==> src/rtl/apb_led_pwm_pkg.sv <==
// Shared constants for the APB LED PWM block: register offsets and CTRL bit positions.
package apb_led_pwm_pkg;

  localparam logic [9:0] REG_CTRL      = 10'h000;
  localparam logic [9:0] REG_PRESCALE  = 10'h004;
  localparam logic [9:0] REG_DUTY_BASE = 10'h008;

  localparam int CTRL_ENABLE_BIT = 0;
  localparam int CTRL_INVERT_BIT = 1;

endpackage

==> src/rtl/apb_if.sv <==
// APB bus bundle carrying the peripheral clock and reset alongside the transfer signals.
interface apb_if #(
  parameter int ADDR_WIDTH = 10,
  parameter int DATA_WIDTH = 32
) (
  input logic pclk,
  input logic preset_n
);

  logic                  psel;
  logic                  penable;
  logic                  pwrite;
  logic [ADDR_WIDTH-1:0] paddr;
  logic [DATA_WIDTH-1:0] pwdata;
  logic [DATA_WIDTH-1:0] prdata;
  logic                  pready;
  logic                  pslverr;

  modport completer (
    input  pclk, preset_n, psel, penable, pwrite, paddr, pwdata,
    output prdata, pready, pslverr
  );

  modport requester (
    input  pclk, preset_n, prdata, pready, pslverr,
    output psel, penable, pwrite, paddr, pwdata
  );

endinterface

==> src/rtl/led_pwm_channel.sv <==
// One PWM channel: shadow duty written by software, active duty that only changes
// at a frame boundary (or on enable), and a registered compare against the frame count.
module led_pwm_channel (
  input  logic       pclk,
  input  logic       preset_n,
  input  logic       shadow_we,
  input  logic [7:0] wdata,
  input  logic       load,
  input  logic       enable,
  input  logic       invert,
  input  logic [7:0] frame_cnt,
  output logic [7:0] shadow,
  output logic       pwm
);

  logic [7:0] active;

  // Shadow holds the last software value; active picks it up only at frame start
  // so a running frame is never cut short or stretched.
  always_ff @(posedge pclk or negedge preset_n) begin
    if (!preset_n) begin
      shadow <= 8'h00;
      active <= 8'h00;
    end else begin
      if (shadow_we) shadow <= wdata;
      if (load)      active <= shadow;
    end
  end

  // Registered compare; disabled channels sit at the idle (invert) level.
  always_ff @(posedge pclk or negedge preset_n) begin
    if (!preset_n) pwm <= 1'b0;
    else           pwm <= (enable && (frame_cnt < active)) ^ invert;
  end

endmodule

==> src/rtl/apb_led_pwm.sv <==
// APB completer with a shared prescaler/frame counter driving NUM_CHANNELS
// brightness-controlled LED PWM outputs. One wait state on every transfer.
module apb_led_pwm
  import apb_led_pwm_pkg::*;
#(
  parameter int NUM_CHANNELS   = 8,
  parameter int PRESCALE_WIDTH = 16
) (
  apb_if.completer                 apb,
  output logic [NUM_CHANNELS-1:0]  pwm_out
);

  localparam logic [7:0] CTRL_WORD     = REG_CTRL[9:2];
  localparam logic [7:0] PRESCALE_WORD = REG_PRESCALE[9:2];
  localparam logic [7:0] DUTY_WORD     = REG_DUTY_BASE[9:2];
  localparam logic [7:0] NUM_CH_W      = 8'(NUM_CHANNELS);

  logic [7:0]                  word_off;
  logic [7:0]                  duty_idx;
  logic                        sel_ctrl;
  logic                        sel_prescale;
  logic                        sel_duty;
  logic                        addr_ok;
  logic                        access_first;
  logic                        commit;
  logic                        en_rise;
  logic                        tick;
  logic                        wrap;
  logic                        load;
  logic [31:0]                 rd_mux;
  logic                        ctrl_en;
  logic                        ctrl_inv;
  logic [PRESCALE_WIDTH-1:0]   prescale;
  logic [PRESCALE_WIDTH-1:0]   pre_cnt;
  logic [7:0]                  frame_cnt;
  logic [NUM_CHANNELS*8-1:0]   duty_shadow;
  logic [NUM_CHANNELS-1:0]     duty_we;
  logic                        unused_bits;

  assign unused_bits = ^{apb.paddr[1:0], apb.pwdata};

  assign word_off     = apb.paddr[9:2];
  assign duty_idx     = word_off - DUTY_WORD;
  assign sel_ctrl     = (word_off == CTRL_WORD);
  assign sel_prescale = (word_off == PRESCALE_WORD);
  assign sel_duty     = (word_off >= DUTY_WORD) && (duty_idx < NUM_CH_W);
  assign addr_ok      = sel_ctrl || sel_prescale || sel_duty;

  // First access cycle arms pready; the write lands on the pready=1 cycle.
  assign access_first = apb.psel && apb.penable && !apb.pready;
  assign commit       = apb.psel && apb.penable && apb.pready && apb.pwrite && addr_ok;
  assign en_rise      = commit && sel_ctrl && apb.pwdata[CTRL_ENABLE_BIT] && !ctrl_en;

  assign tick = ctrl_en && (pre_cnt == prescale);
  assign wrap = tick && (frame_cnt == 8'hFF);
  assign load = wrap || en_rise;

  // Read data selection for valid offsets; unmapped offsets fall through to zero.
  always_comb begin
    rd_mux = '0;
    if (sel_ctrl) begin
      rd_mux[CTRL_ENABLE_BIT] = ctrl_en;
      rd_mux[CTRL_INVERT_BIT] = ctrl_inv;
    end else if (sel_prescale) begin
      rd_mux[PRESCALE_WIDTH-1:0] = prescale;
    end else if (sel_duty) begin
      for (int i = 0; i < NUM_CHANNELS; i++) begin
        if (duty_idx == 8'(i)) rd_mux[7:0] = duty_shadow[i*8 +: 8];
      end
    end
  end

  // APB response: pready/prdata/pslverr registered, held for exactly one cycle.
  always_ff @(posedge apb.pclk or negedge apb.preset_n) begin
    if (!apb.preset_n) begin
      apb.pready  <= 1'b0;
      apb.pslverr <= 1'b0;
      apb.prdata  <= '0;
    end else if (access_first) begin
      apb.pready  <= 1'b1;
      apb.pslverr <= !addr_ok;
      apb.prdata  <= (apb.pwrite || !addr_ok) ? '0 : rd_mux;
    end else begin
      apb.pready  <= 1'b0;
      apb.pslverr <= 1'b0;
      apb.prdata  <= '0;
    end
  end

  // CTRL and PRESCALE registers.
  always_ff @(posedge apb.pclk or negedge apb.preset_n) begin
    if (!apb.preset_n) begin
      ctrl_en  <= 1'b0;
      ctrl_inv <= 1'b0;
      prescale <= '0;
    end else if (commit && sel_ctrl) begin
      ctrl_en  <= apb.pwdata[CTRL_ENABLE_BIT];
      ctrl_inv <= apb.pwdata[CTRL_INVERT_BIT];
    end else if (commit && sel_prescale) begin
      prescale <= apb.pwdata[PRESCALE_WIDTH-1:0];
    end
  end

  // Prescaler and frame counter; both parked at 0 while disabled so re-enable
  // always starts a fresh frame. A PRESCALE write restarts only the prescaler.
  always_ff @(posedge apb.pclk or negedge apb.preset_n) begin
    if (!apb.preset_n) begin
      pre_cnt   <= '0;
      frame_cnt <= 8'h00;
    end else if (!ctrl_en) begin
      pre_cnt   <= '0;
      frame_cnt <= 8'h00;
    end else begin
      if (commit && sel_prescale) pre_cnt <= '0;
      else if (tick)              pre_cnt <= '0;
      else                        pre_cnt <= pre_cnt + 1'b1;
      if (tick) frame_cnt <= frame_cnt + 8'h01;
    end
  end

  for (genvar g = 0; g < NUM_CHANNELS; g++) begin : g_ch
    assign duty_we[g] = commit && sel_duty && (duty_idx == 8'(g));

    led_pwm_channel u_ch (
      .pclk      (apb.pclk),
      .preset_n  (apb.preset_n),
      .shadow_we (duty_we[g]),
      .wdata     (apb.pwdata[7:0]),
      .load      (load),
      .enable    (ctrl_en),
      .invert    (ctrl_inv),
      .frame_cnt (frame_cnt),
      .shadow    (duty_shadow[g*8 +: 8]),
      .pwm       (pwm_out[g])
    );
  end

endmodule
==> src/flat_wrapper.sv <==
// flat-port wrapper written by rule: the top's interface ports become plain ports
module apb_led_pwm_flat import apb_led_pwm_pkg::*;
#(
  parameter int NUM_CHANNELS   = 8,
  parameter int PRESCALE_WIDTH = 16
)
  (pwm_out, pclk, preset_n, apb_psel, apb_penable, apb_pwrite, apb_paddr, apb_pwdata, apb_prdata, apb_pready, apb_pslverr);
  apb_if apb_i (.pclk(pclk), .preset_n(preset_n));
  output logic [NUM_CHANNELS-1:0] pwm_out;
  input wire logic pclk;
  input wire logic preset_n;
  input wire logic [$bits(apb_i.psel)-1:0] apb_psel;
  input wire logic [$bits(apb_i.penable)-1:0] apb_penable;
  input wire logic [$bits(apb_i.pwrite)-1:0] apb_pwrite;
  input wire logic [$bits(apb_i.paddr)-1:0] apb_paddr;
  input wire logic [$bits(apb_i.pwdata)-1:0] apb_pwdata;
  output wire logic [$bits(apb_i.prdata)-1:0] apb_prdata;
  output wire logic [$bits(apb_i.pready)-1:0] apb_pready;
  output wire logic [$bits(apb_i.pslverr)-1:0] apb_pslverr;
  assign apb_i.psel = apb_psel;
  assign apb_i.penable = apb_penable;
  assign apb_i.pwrite = apb_pwrite;
  assign apb_i.paddr = apb_paddr;
  assign apb_i.pwdata = apb_pwdata;
  assign apb_prdata = apb_i.prdata;
  assign apb_pready = apb_i.pready;
  assign apb_pslverr = apb_i.pslverr;
  apb_led_pwm #(.NUM_CHANNELS(NUM_CHANNELS), .PRESCALE_WIDTH(PRESCALE_WIDTH)) u_core (.apb(apb_i), .pwm_out(pwm_out));
endmodule
==> config.mk <==
export PLATFORM = sky130hd
export DESIGN_NAME = apb_led_pwm_flat
export DESIGN_NICKNAME = d
export VERILOG_FILES = /design/src/rtl/apb_led_pwm_pkg.sv /design/src/rtl/apb_if.sv /design/src/rtl/led_pwm_channel.sv /design/src/rtl/apb_led_pwm.sv /design/src/flat_wrapper.sv
export SDC_FILE = /design/constraint.sdc
export NUM_CORES = 1
export LEC_CHECK = 0
export BUFFER_PORTS_ARGS = -buffer_cell sky130_fd_sc_hd__buf_2
export CAP_MARGIN = 30
export CORE_MARGIN = 4
export CORE_UTILIZATION = 50
export CTS_CLUSTER_DIAMETER = 30
export CTS_CLUSTER_SIZE = 25
export DETAILED_ROUTE_END_ITERATION = 7
export PLACE_DENSITY = 0.69
export SYNTH_ARGS = -nofsm -noshare
export SYNTH_HDL_FRONTEND = slang
export SYNTH_SLANG_ARGS = --single-unit
==> constraint.sdc <==
create_clock -name pclk -period 2.4 [get_ports pclk]
set_input_delay 0.24 -clock pclk [delete_from_list [all_inputs] [get_ports pclk]]
set_output_delay 0.24 -clock pclk [all_outputs]
set_load 0.05 [all_outputs]
==> metrics.csv, run 1 <==
metric,value,unit
Worst Skew,17.25,ps
Synth area leader,dfrtp_1,
Final Util,0.5848,
Root Driver,clkbuf_16,
largest stage delay on the critical path,440,ps
Leak,0.006006,uW
internal power,6249,uW
register share of total power,0.392,
vias per cell,5.553,
Hold Path Class,in2reg,
Crit path arrival time,2540,ps
post-synthesis sequential element count,196,
DP Worst Slack,-139.6,ps
post-route ant nets,0,
Sw Pwr,3214,uW
number of port buffers,54,
Comb pwr share,0.289,
postcts setup bufs,0,
Sw Ratio,0.3396,
predominant post-synthesis flop cell,dfrtp_1,
DR iter-0 viols,405,
slowest stage cell on the critical path,dfrtp_1,
synth cell count leaders,"dfrtp_1, mux2_2, inv_1, ha_1, nand2_1",
clock-pin slew on the worst setup and hold paths,70,ps
CTS tree,built,
"Seq/Total Area, Yosys",0.4717,
Tcrit/Tclk final,0.9346,
CTS buffer count,17,
# fillers,1637,
Mean Syn Cell Area,11.63,um2
Initial Util,0.5106,
Fmax,0.4458,GHz
hold path endpoint,u_core.prescale[9],
Core Area,0.02036,mm2
critical path startpoint category,flop,
most common cell in the netlist,dfrtp_1,
Worst-Skew Late Latency,430,ps
crit-path cells,xor2_1 > nor4_1 > and4_1 > a41oi_4 > buf_12 > mux2_1,
crit-path leading delay family,simple AND/OR/NAND/NOR gates,
Slew Limit Fails,0,
Total Die Area,0.02317,mm2
dpl hpwl,16940,um
PwrDens,794.5,mW/mm2
setup TNS,0,ps
multi-input logic area,0.004949,mm2
asr flop ratio synth,1.000,
design area,0.01191,mm2
measured slew at the worst slew-check pin,528.0,ps
TritonCTS Sinks,196,
worst path required time,2700,ps
slew margin rel.,0.6480,
fraction of layout cells with a size suffix above 1,0.3069,
Synth top area share,0.4717,
# nets final,1077,
Core Rows,52,
status,finished clean,
final setup violation count,0,
synthesized area,0.01040,mm2
GPL Wtd Cong,0.8514,
clock network power share,0.319,
Via Count,6964,
first-pass GRT wire length,38050,um
I/O pins,89,
Hold Startpoint,apb_pwdata[9],
antenna violations before repair,0,
Setup WS post-layout,156.9,ps
Die Ht,152.2,um
R2R Path Start,u_core.prescale[6],
ANT cells,0,
number of max-cap violations,0,
largest net degree at the start of global routing,60,
RSZ-0062 raised after global routing,no,
area of placed instances,0.01126,mm2
Register Area,0.004906,mm2
Post-Route WL,23360,um
final hold violation count,0,
Synth cell types,59,
Detailed Routing Iterations Pass 1,5,
Syn Inst Count,894,
worst-path maximum fanout,22,
CP Class,reg2reg,
reg2reg path depth,6,
CTS Buffer Depth,2,
vias in the first global route,6818,
Worst Hold Path Cells,2,
Synth area leaders,"dfrtp_1, mux2_2, ha_1",
flop2flop setup slack,160,ps
Buf/Inv on CP,1,
total global-route track usage,0.2056,
die width,152.2,um
peak supply drop,0.5479,mV
routed length per instance,18.63,um
P&R area growth vs syn,14.55,%
DRC,0,
CTS H-Tree Depth,4,
Overflow after GRT,0,
RR Endpoint,u_core.g_ch[0].u_ch.active[6],
Crit. End Element,flop,
Post-synth EDFFs,0,
crit path time final,2243,ps
YS warnings,0,
==> worst reg2reg max path, stage by stage (launching register included) <==
cell and delay, ps:
dfrtp_1 440, xor2_1 180, nor4_1 390, and4_1 350
a41oi_4 200, buf_12 230, mux2_1 330
==> what timing repair did <==
| action | in CTS | in global routing |
|---|---|---|
| hold endpoints to repair | 49 | 0 |
| setup endpoints to repair | 0 | 31 |
| hold buffers | 1 | 0 |
| resized for setup | 0 | 2 |
==> how the worst max path moves through the flow <==
stage,startpoint,end,slack [ps],cells past startpoint
2_1_floorplan,apb_paddr[3],u_core.g_ch[4].u_ch.shadow[2],-130,6
3_3_place_gp,apb_paddr[4],u_core.g_ch[4].u_ch.shadow[3],-130,8
3_5_place_dp,apb_paddr[3],u_core.g_ch[4].u_ch.shadow[6],-140,8
4_1_cts,u_core.frame_cnt[5],u_core.g_ch[0].u_ch.pwm,70,7
5_1_grt,u_core.prescale[6],u_core.g_ch[3].u_ch.active[3],20,6
6_report,u_core.prescale[6],u_core.g_ch[0].u_ch.active[6],160,6
==> cells in the final DEF, fill, tap and decap left out, types with 12 or more instances in the layout <==
cell / instances
mux2_4: 13
mux2i_1: 12
dfrtp_1: 195
nor2_1: 40
nor3_1: 14
o21ai_0: 16
a21oi_1: 20
nand2_1: 44
buf_4: 39
inv_1: 81
xor2_1: 29
clkbuf_16: 17
conb_1: 16
buf_2: 53
mux2_2: 127
nand3_1: 22
o21a_1: 13
ha_1: 59
==> state kept, by name (all words and copies together), names as in the netlist <==
| signal | count |
|---|---|
| u_core.apb.pslverr | 1 |
| u_core.pre_cnt | 16 |
| u_core.g_ch.u_ch.active | 64 |
| u_core.ctrl_en | 1 |
| u_core.g_ch.u_ch.shadow | 64 |
| u_core.frame_cnt | 8 |
| u_core.prescale | 16 |
| u_core.apb.prdata | 16 |
| u_core.apb.pready | 1 |
| u_core.ctrl_inv | 1 |
| u_core.g_ch.u_ch.pwm | 8 |
==> power groups by stage <==
stage / combinational [uW] / clock, uW / sequential [uW]
floorplan: 2050 / 0 / 3700
global placement: 2660 / 0 / 3760
detailed placement: 2740 / 0 / 3760
CTS: 2750 / 3080 / 3700
global route: 3090 / 3220 / 3730
finish: 2740 / 3020 / 3710
==> layout make-up <==
class                   instances  share of cell area
clock buffers                  20             0.03834
clock inverters                12             0.01439
inverters                      82             0.02584
multi-input cells             570              0.4155
flip-flops and latches        196              0.4119
well taps                     270             0.02836
repair buffers                104             0.06566
==> logic make-up (layout without fill, tap and decap cells) <==
logic type | after synthesis | after routing | synth area share
AO/OA/AOI/OAI | 106 | 106 | 0.07437
XOR/XNOR | 33 | 33 | 0.02780
adder cells (fa/ha/maj) | 59 | 59 | 0.07100
buffers and inverters | 143 | 218 | 0.06342
flip-flops | 196 | 196 | 0.4717
multiplexers | 167 | 167 | 0.1939
other | 1 | 16 | 0.0003607
AND/OR/NAND/NOR | 189 | 189 | 0.09748
==> per-layer routing <==
| layer | vias to the layer above | wire [um] | GRT usage |
|---|---|---|---|
| met4 | 0 | 444 | 0.06036 |
| li1 | 3284 | - | - |
| met3 | 36 | 905 | 0.03209 |
| met5 | - | 0 | 0 |
| met2 | 147 | 10910 | 0.3205 |
| met1 | 3497 | 11100 | 0.3000 |
==> stage by stage <==
stage | power, uW | hold WS, ps | cells
floorplan | 5749 | -55.59 | 909
global placement | 6418 | 238.3 | 1221
detailed placement | 6496 | 240.6 | 1221
CTS | 9529 | 20.40 | 1254
global route | 10040 | 26.21 | 1254
finish | 9463 | 42.62 | 1254
(Power assumes the default switching activity.)
==> run 2, diff against run 1 <==
- clock period: 2.4 -> 2.2 ns (I/O delays scaled with it)
==> metrics.csv, run 2 (same netlist as run 1, synthesis figures left out) <==
metric,value,unit,change
Sw Pwr,3886,uW,+21%
DR iter-0 viols,378,,-6.7%
CTS buffer count,17,,unchanged
peak supply drop,0.4755,mV,-13%
Crit. End Element,flop,,
crit-path leading delay family,buffers and inverters,,
Hold Path Class,in2reg,,
Detailed Routing Iterations Pass 1,4,,-1
register share of total power,0.374,,-0.018
measured slew at the worst slew-check pin,953.6,ps,+425.6 ps
crit-path cells,xor2_1 > nor4_1 > buf_4 > and4_4 > a41oi_4 > buf_12 > clkbuf_16 > mux2_2,,
die width,152.2,um,unchanged
critical path startpoint category,flop,,
worst-path maximum fanout,9,,-59%
clock network power share,0.289,,-0.030
most frequent cells in the layout,"dfrtp_1, mux2_2, inv_1",,
Final Util,0.6124,,+0.02759
CTS H-Tree Depth,4,,unchanged
largest stage delay on the critical path,410,ps,-30 ps
setup TNS,0,ps,unchanged
Worst Skew,17.49,ps,+0.2480 ps
"non-filler cells, final",1301,,+3.7%
TritonCTS Sinks,196,,unchanged
first-pass GRT wire length,39250,um,+3.2%
ANT cells,0,,unchanged
RSZ-0062 raised after global routing,yes,,
PwrDens,857.6,mW/mm2,+7.9%
Crit path arrival time,2500,ps,-40 ps
routed length per instance,19.78,um,+6.2%
DRC,0,,unchanged
Core Rows,52,,unchanged
total global-route track usage,0.2142,,+0.008565
antenna violations before repair,0,,unchanged
final setup violation count,0,,unchanged
# fillers,1617,,-1.2%
Buf/Inv on CP,3,,+2
Core Area,0.02036,mm2,unchanged
area of placed instances,0.01157,mm2,+2.7%
worst path required time,2530,ps,-170 ps
final hold violation count,0,,unchanged
I/O pins,89,,unchanged
Post-Route WL,25730,um,+10%
number of max-cap violations,0,,unchanged
Tcrit/Tclk final,0.9890,,+0.05440
slew margin rel.,0.3643,,-0.2837
vias per cell,5.547,,-0.12%
Largest regs,"u_core.g_ch.u_ch.active x64, u_core.g_ch.u_ch.shadow x64",,
internal power,6809,uW,+9.0%
Overflow after GRT,0,,unchanged
total power,10700,uW,+13%
Comb pwr share,0.337,,+0.048
CTS Buffer Depth,2,,unchanged
fraction of layout cells with a size suffix above 1,0.3521,,+0.04517
Leak,0.006317,uW,+5.2%
Slew Limit Fails,0,,unchanged
design area,0.01247,mm2,+4.7%
crit path time final,2176,ps,-67.25 ps
Sw Ratio,0.3634,,+0.02372
GPL Wtd Cong,0.8200,,-3.7%
vias in the first global route,7002,,+2.7%
largest net degree at the start of global routing,66,,+10%
Initial Util,0.5106,,unchanged
status,finished clean,,
Total Die Area,0.02317,mm2,unchanged
Via Count,7216,,+3.6%
# nets final,1124,,+4.4%
Fmax,0.4596,GHz,+3.1%
Root Driver,clkbuf_16,,
CTS tree,built,,
dpl hpwl,18070,um,+6.7%
"most common cell after layout, fill and taps aside",dfrtp_1,,
Placed Cells incl. Taps,1252,,+2.5%
post-route ant nets,0,,unchanged
clock-pin slew on the worst setup and hold paths,80,ps,about the same
slowest stage cell on the critical path,dfrtp_1,,
P&R area growth vs syn,19.95,%,
number of port buffers,54,,unchanged
Worst-Skew Late Latency,450,ps,+20 ps
CP Class,reg2reg,,
Die Ht,152.2,um,unchanged
-- run 2: what timing repair did --
action,4_1_cts,5_1_grt
endpoints found under the hold margin,55,0
hold buffers,4,0
gates cloned,0,7
buffers inserted,0,7
setup endpoints to repair,19,85
pin swaps,0,7
gates resized for setup,3,21
-- run 2: area by class of cell --
| cell class | count | area (um2) | area share |
|---|---|---|---|
| flip-flops and latches | 196 | 4910 | 0.3937 |
| multi-input cells | 570 | 5095 | 0.4085 |
| well taps | 270 | 337.8 | 0.02709 |
| clock inverters | 15 | 155.1 | 0.01244 |
| clock buffers | 17 | 425.4 | 0.03411 |
| inverters | 82 | 307.8 | 0.02468 |
| repair buffers | 151 | 1241 | 0.09952 |
-- run 2: per-stage QoR --
stage / hold slack [ps] / setup WS [ps]
2_1_floorplan: -75.59 / -310.1
3_3_place_gp: 223.0 / -350.4
3_5_place_dp: 221.6 / -389.7
4_1_cts: 0.2759 / -5.225
5_1_grt: 2.560 / -66.70
6_report: 2.053 / 24.12
-- run 2: worst paths after layout --
kind / end / slack (ps) / startpoint / cells after the start
worst max-delay path: u_core.g_ch[0].u_ch.active[0] / 20 / u_core.pre_cnt[6] / 8
worst min-delay path: u_core.prescale[8] / 2 / apb_pwdata[8] / 2
worst max register to register: u_core.g_ch[0].u_ch.active[0] / 20 / u_core.pre_cnt[6] / 8
worst min register to register: u_core.pre_cnt[0] / 500 / u_core.pre_cnt[0] / 1
max in group asynchronous: u_core.pre_cnt[9] / 1150 / preset_n / 3
min in group asynchronous: u_core.g_ch[2].u_ch.pwm / 300 / preset_n / 2
-- run 2: per-layer routing --
metal  wire [um]  up-vias  track usage
met2       12620      152       0.3495
met5           0        -            0
met4         343        0      0.04880
li1            -     3388            -
met3         858       17      0.03493
met1       11920     3659       0.3038
-- run 2: power groups by stage --
stage	Clock [uW]	Combinational [uW]	Sequential (uW)
after floorplan	0	2270	4040
after global placement	0	3280	4060
after detailed placement	0	3370	4060
after CTS	3130	3440	3990
after global routing	3280	3990	4020
final	3090	3610	4000
==> run 3, diff against run 2 <==
- ABC_AREA: not set -> 1
==> metrics.csv, run 3 <==
metric,value,unit,change
status,"complete, but fails checks",,
failing checks,setup timing,,
synth cell count leaders,"nand2_1, dfrtp_1, inv_1, o21ai_0, nor2_1",,
Root Driver,clkbuf_16,,
worst path required time,2520,ps,about the same
Fmax,0.4408,GHz,-4.1%
Critical Path Start,u_core.pre_cnt[11],,
DR iter-0 viols,833,,+120%
TritonCTS Sinks,196,,unchanged
die width,150.4,um,-1.2%
"Seq/Total Area, Yosys",0.4837,,+0.01199
Overflow after GRT,0,,unchanged
Synth area leader,dfrtp_1,,
worst-path maximum fanout,28,,+19
P&R area growth vs syn,18.69,%,
crit-path leading delay family,simple AND/OR/NAND/NOR gates,,
CTS Buffer Depth,2,,unchanged
first-pass GRT wire length,41450,um,+5.6%
Core Area,0.01972,mm2,-3.2%
Synth top area share,0.4837,,+0.01199
Synth area leaders,"dfrtp_1, nand2_1, ha_1",,
Sw Pwr,1789,uW,-54%
slew margin rel.,0.6085,,+0.2442
Detailed Routing Iterations Pass 1,5,,+1
Tcrit/Tclk final,1.031,,+0.04221
vias in the first global route,7926,,+13%
# nets final,1399,,+24%
post-route ant nets,0,,unchanged
PwrDens,598.2,mW/mm2,-30%
asr flop ratio synth,1.000,,unchanged
final setup violation count,52,,+52
critical path startpoint category,flop,,
largest net degree at the start of global routing,59,,-11%
number of port buffers,54,,unchanged
YS warnings,0,,unchanged
Die Ht,150.4,um,-1.2%
dpl hpwl,18070,um,about the same
clock network power share,0.453,,+0.164
Worst-Skew Late Latency,450,ps,about the same
GPL Wtd Cong,0.8595,,+4.8%
DP Worst Slack,-146.9,ps,+242.7 ps
Buf/Inv on CP,3,,unchanged
fraction of layout cells with a size suffix above 1,0.1799,,-0.1721
Syn Inst Count,1181,,+32%
RSZ-0062 raised after global routing,yes,,
crit-path cells,xor2_1 > nor3_2 > nand3_1 > nor4_2 > buf_4 > nand2_4 > nor2_4 > a22oi_2 > buf_12 > buf_12 > nand2_1 > o21ai_0,,
Slew Limit Fails,0,,unchanged
peak supply drop,0.5488,mV,+15%
internal power,5411,uW,-21%
R2R Path Start,u_core.pre_cnt[11],,
most frequent CP cell,buf_12,,
I/O pins,89,,unchanged
Comb pwr share,0.046,,-0.291
Sw Ratio,0.2484,,-0.1150
predominant post-synthesis flop cell,dfrtp_1,,
Initial Util,0.5142,,+0.003678
Mean Syn Cell Area,8.586,um2,-26%
Hold Startpoint,apb_pwdata[14],,
post-synthesis sequential element count,196,,unchanged
final hold violation count,0,,unchanged
Hold Path Class,in2reg,,
Post-synth EDFFs,0,,unchanged
ANT cells,0,,unchanged
most frequent cells in the layout,"nand2_1, dfrtp_1, inv_1",,
crit path time final,2269,ps,+92.87 ps
Synth cell types,43,,-27%
CTS tree,built,,
CTS buffer count,17,,unchanged
slowest stage cell on the critical path,dfrtp_1,,
Crit path arrival time,2590,ps,+90 ps
Post-Route WL,26730,um,+3.9%
Worst Skew,9.925,ps,-7.569 ps
number of max-cap violations,0,,unchanged
Crit. End Element,flop,,
"most common cell after layout, fill and taps aside",nand2_1,,
Leak,0.005569,uW,-12%
"non-filler cells, final",1571,,+21%
largest stage delay on the critical path,400,ps,about the same
antenna violations before repair,0,,unchanged
CP Class,reg2reg,,
Largest regs,"u_core.g_ch.u_ch.active x64, u_core.g_ch.u_ch.shadow x64",,
Total Die Area,0.02262,mm2,-2.4%
Setup WS post-layout,-68.75,ps,-92.87 ps
synthesized area,0.01014,mm2,-2.5%
Core Rows,51,,-1.9%
measured slew at the worst slew-check pin,586.7,ps,-366.9 ps
total global-route track usage,0.2368,,+0.02263
routed length per instance,17.02,um,-14%
vias per cell,5.284,,-4.7%
Placed Cells incl. Taps,1524,,+22%
most common cell in the netlist,nand2_1,,
clock-pin slew on the worst setup and hold paths,80,ps,about the same
Via Count,8301,,+15%
CTS H-Tree Depth,4,,unchanged
register share of total power,0.501,,+0.127
DRC,0,,unchanged
WHS,10.90,ps,+8.851 ps
-- run 3: cell types whose count changed after synthesis, moves of 11 or more --
cell	before	now
a21oi_1	20	39
mux2i_1	12	0
mux2_2	130	6
o21ai_0	16	93
nand2_1	44	260
o21ai_1	0	56
inv_1	81	176
o21a_1	13	0
nand2b_1	11	0
nor2_1	40	71
-- run 3: metal layers --
metal | up-vias | routed length [um] | global-route usage
met5 | - | 0 | 0
met4 | 0 | 661 | 0.08463
met3 | 60 | 1903 | 0.04335
met2 | 326 | 12010 | 0.3418
met1 | 3916 | 12160 | 0.3577
li1 | 3999 | - | -
-- run 3: final timing paths --
| kind | to | cells past startpoint | slack, ps |
|---|---|---|---|
| setup / recovery | u_core.g_ch[6].u_ch.active[0] | 12 | -70 |
| hold / removal | u_core.prescale[14] | 2 | 10 |
| setup reg to reg | u_core.g_ch[6].u_ch.active[0] | 12 | -70 |
| hold reg to reg | u_core.apb.pslverr | 1 | 480 |
| max in group asynchronous | u_core.g_ch[1].u_ch.pwm | 3 | 1160 |
| min in group asynchronous | u_core.g_ch[0].u_ch.shadow[4] | 2 | 300 |
-- run 3: power by group through the flow --
| stage | Combinational, uW | Sequential (uW) | Clock (uW) |
|---|---|---|---|
| global route | 368 | 3610 | 3460 |
| detailed placement | 329 | 3680 | 0 |
| floorplan | 167 | 3690 | 0 |
| finish | 331 | 3610 | 3260 |
| CTS | 336 | 3610 | 3300 |
| global placement | 328 | 3680 | 0 |
-- run 3: through the flow --
stage                     instance area, um2    util  TNS [ps]  power [uW]
after global placement                 11050  0.5603     -1874        4005
final                                  12040  0.6104     -1605        7200
after global routing                   12040  0.6104     -8063        7438
after floorplan                        10200       -         0        3852
after CTS                              11730  0.5951         0        7240
after detailed placement               11050  0.5603     -6463        4007
-- run 3: cell families (layout without fill, tap and decap cells) --
family | count (synthesis) | count (layout) | synth area share
buffers and inverters | 234 | 344 | 0.09785
muxes | 6 | 6 | 0.006663
DFF | 196 | 196 | 0.4837
AOI/OAI and AO/OA | 236 | 236 | 0.1285
xor gates and xnor gates | 31 | 31 | 0.02678
other | 1 | 16 | 0.0003698
and+or+nand+nor | 418 | 418 | 0.1834
adders and majority gates | 59 | 59 | 0.07280
-- run 3: what timing repair did --
action                                 CTS  global route
resized for setup                        2            89
hold buffers                             4             0
setup endpoints to repair               54            62
setup buffers                            0             2
endpoints found under the hold margin   56             0
pin swaps                                0             3
gates cloned                             1             8
-- run 3: final cells by class --
class                      count  area [um2]
fill                        1664        7682
inverter                     179       671.9
tap                          265       331.6
clock inverter                15       181.4
sequential                   196        4906
clock buffer                  17       425.4
timing repair buffer         133        1092
multi-input combinational    766        4427
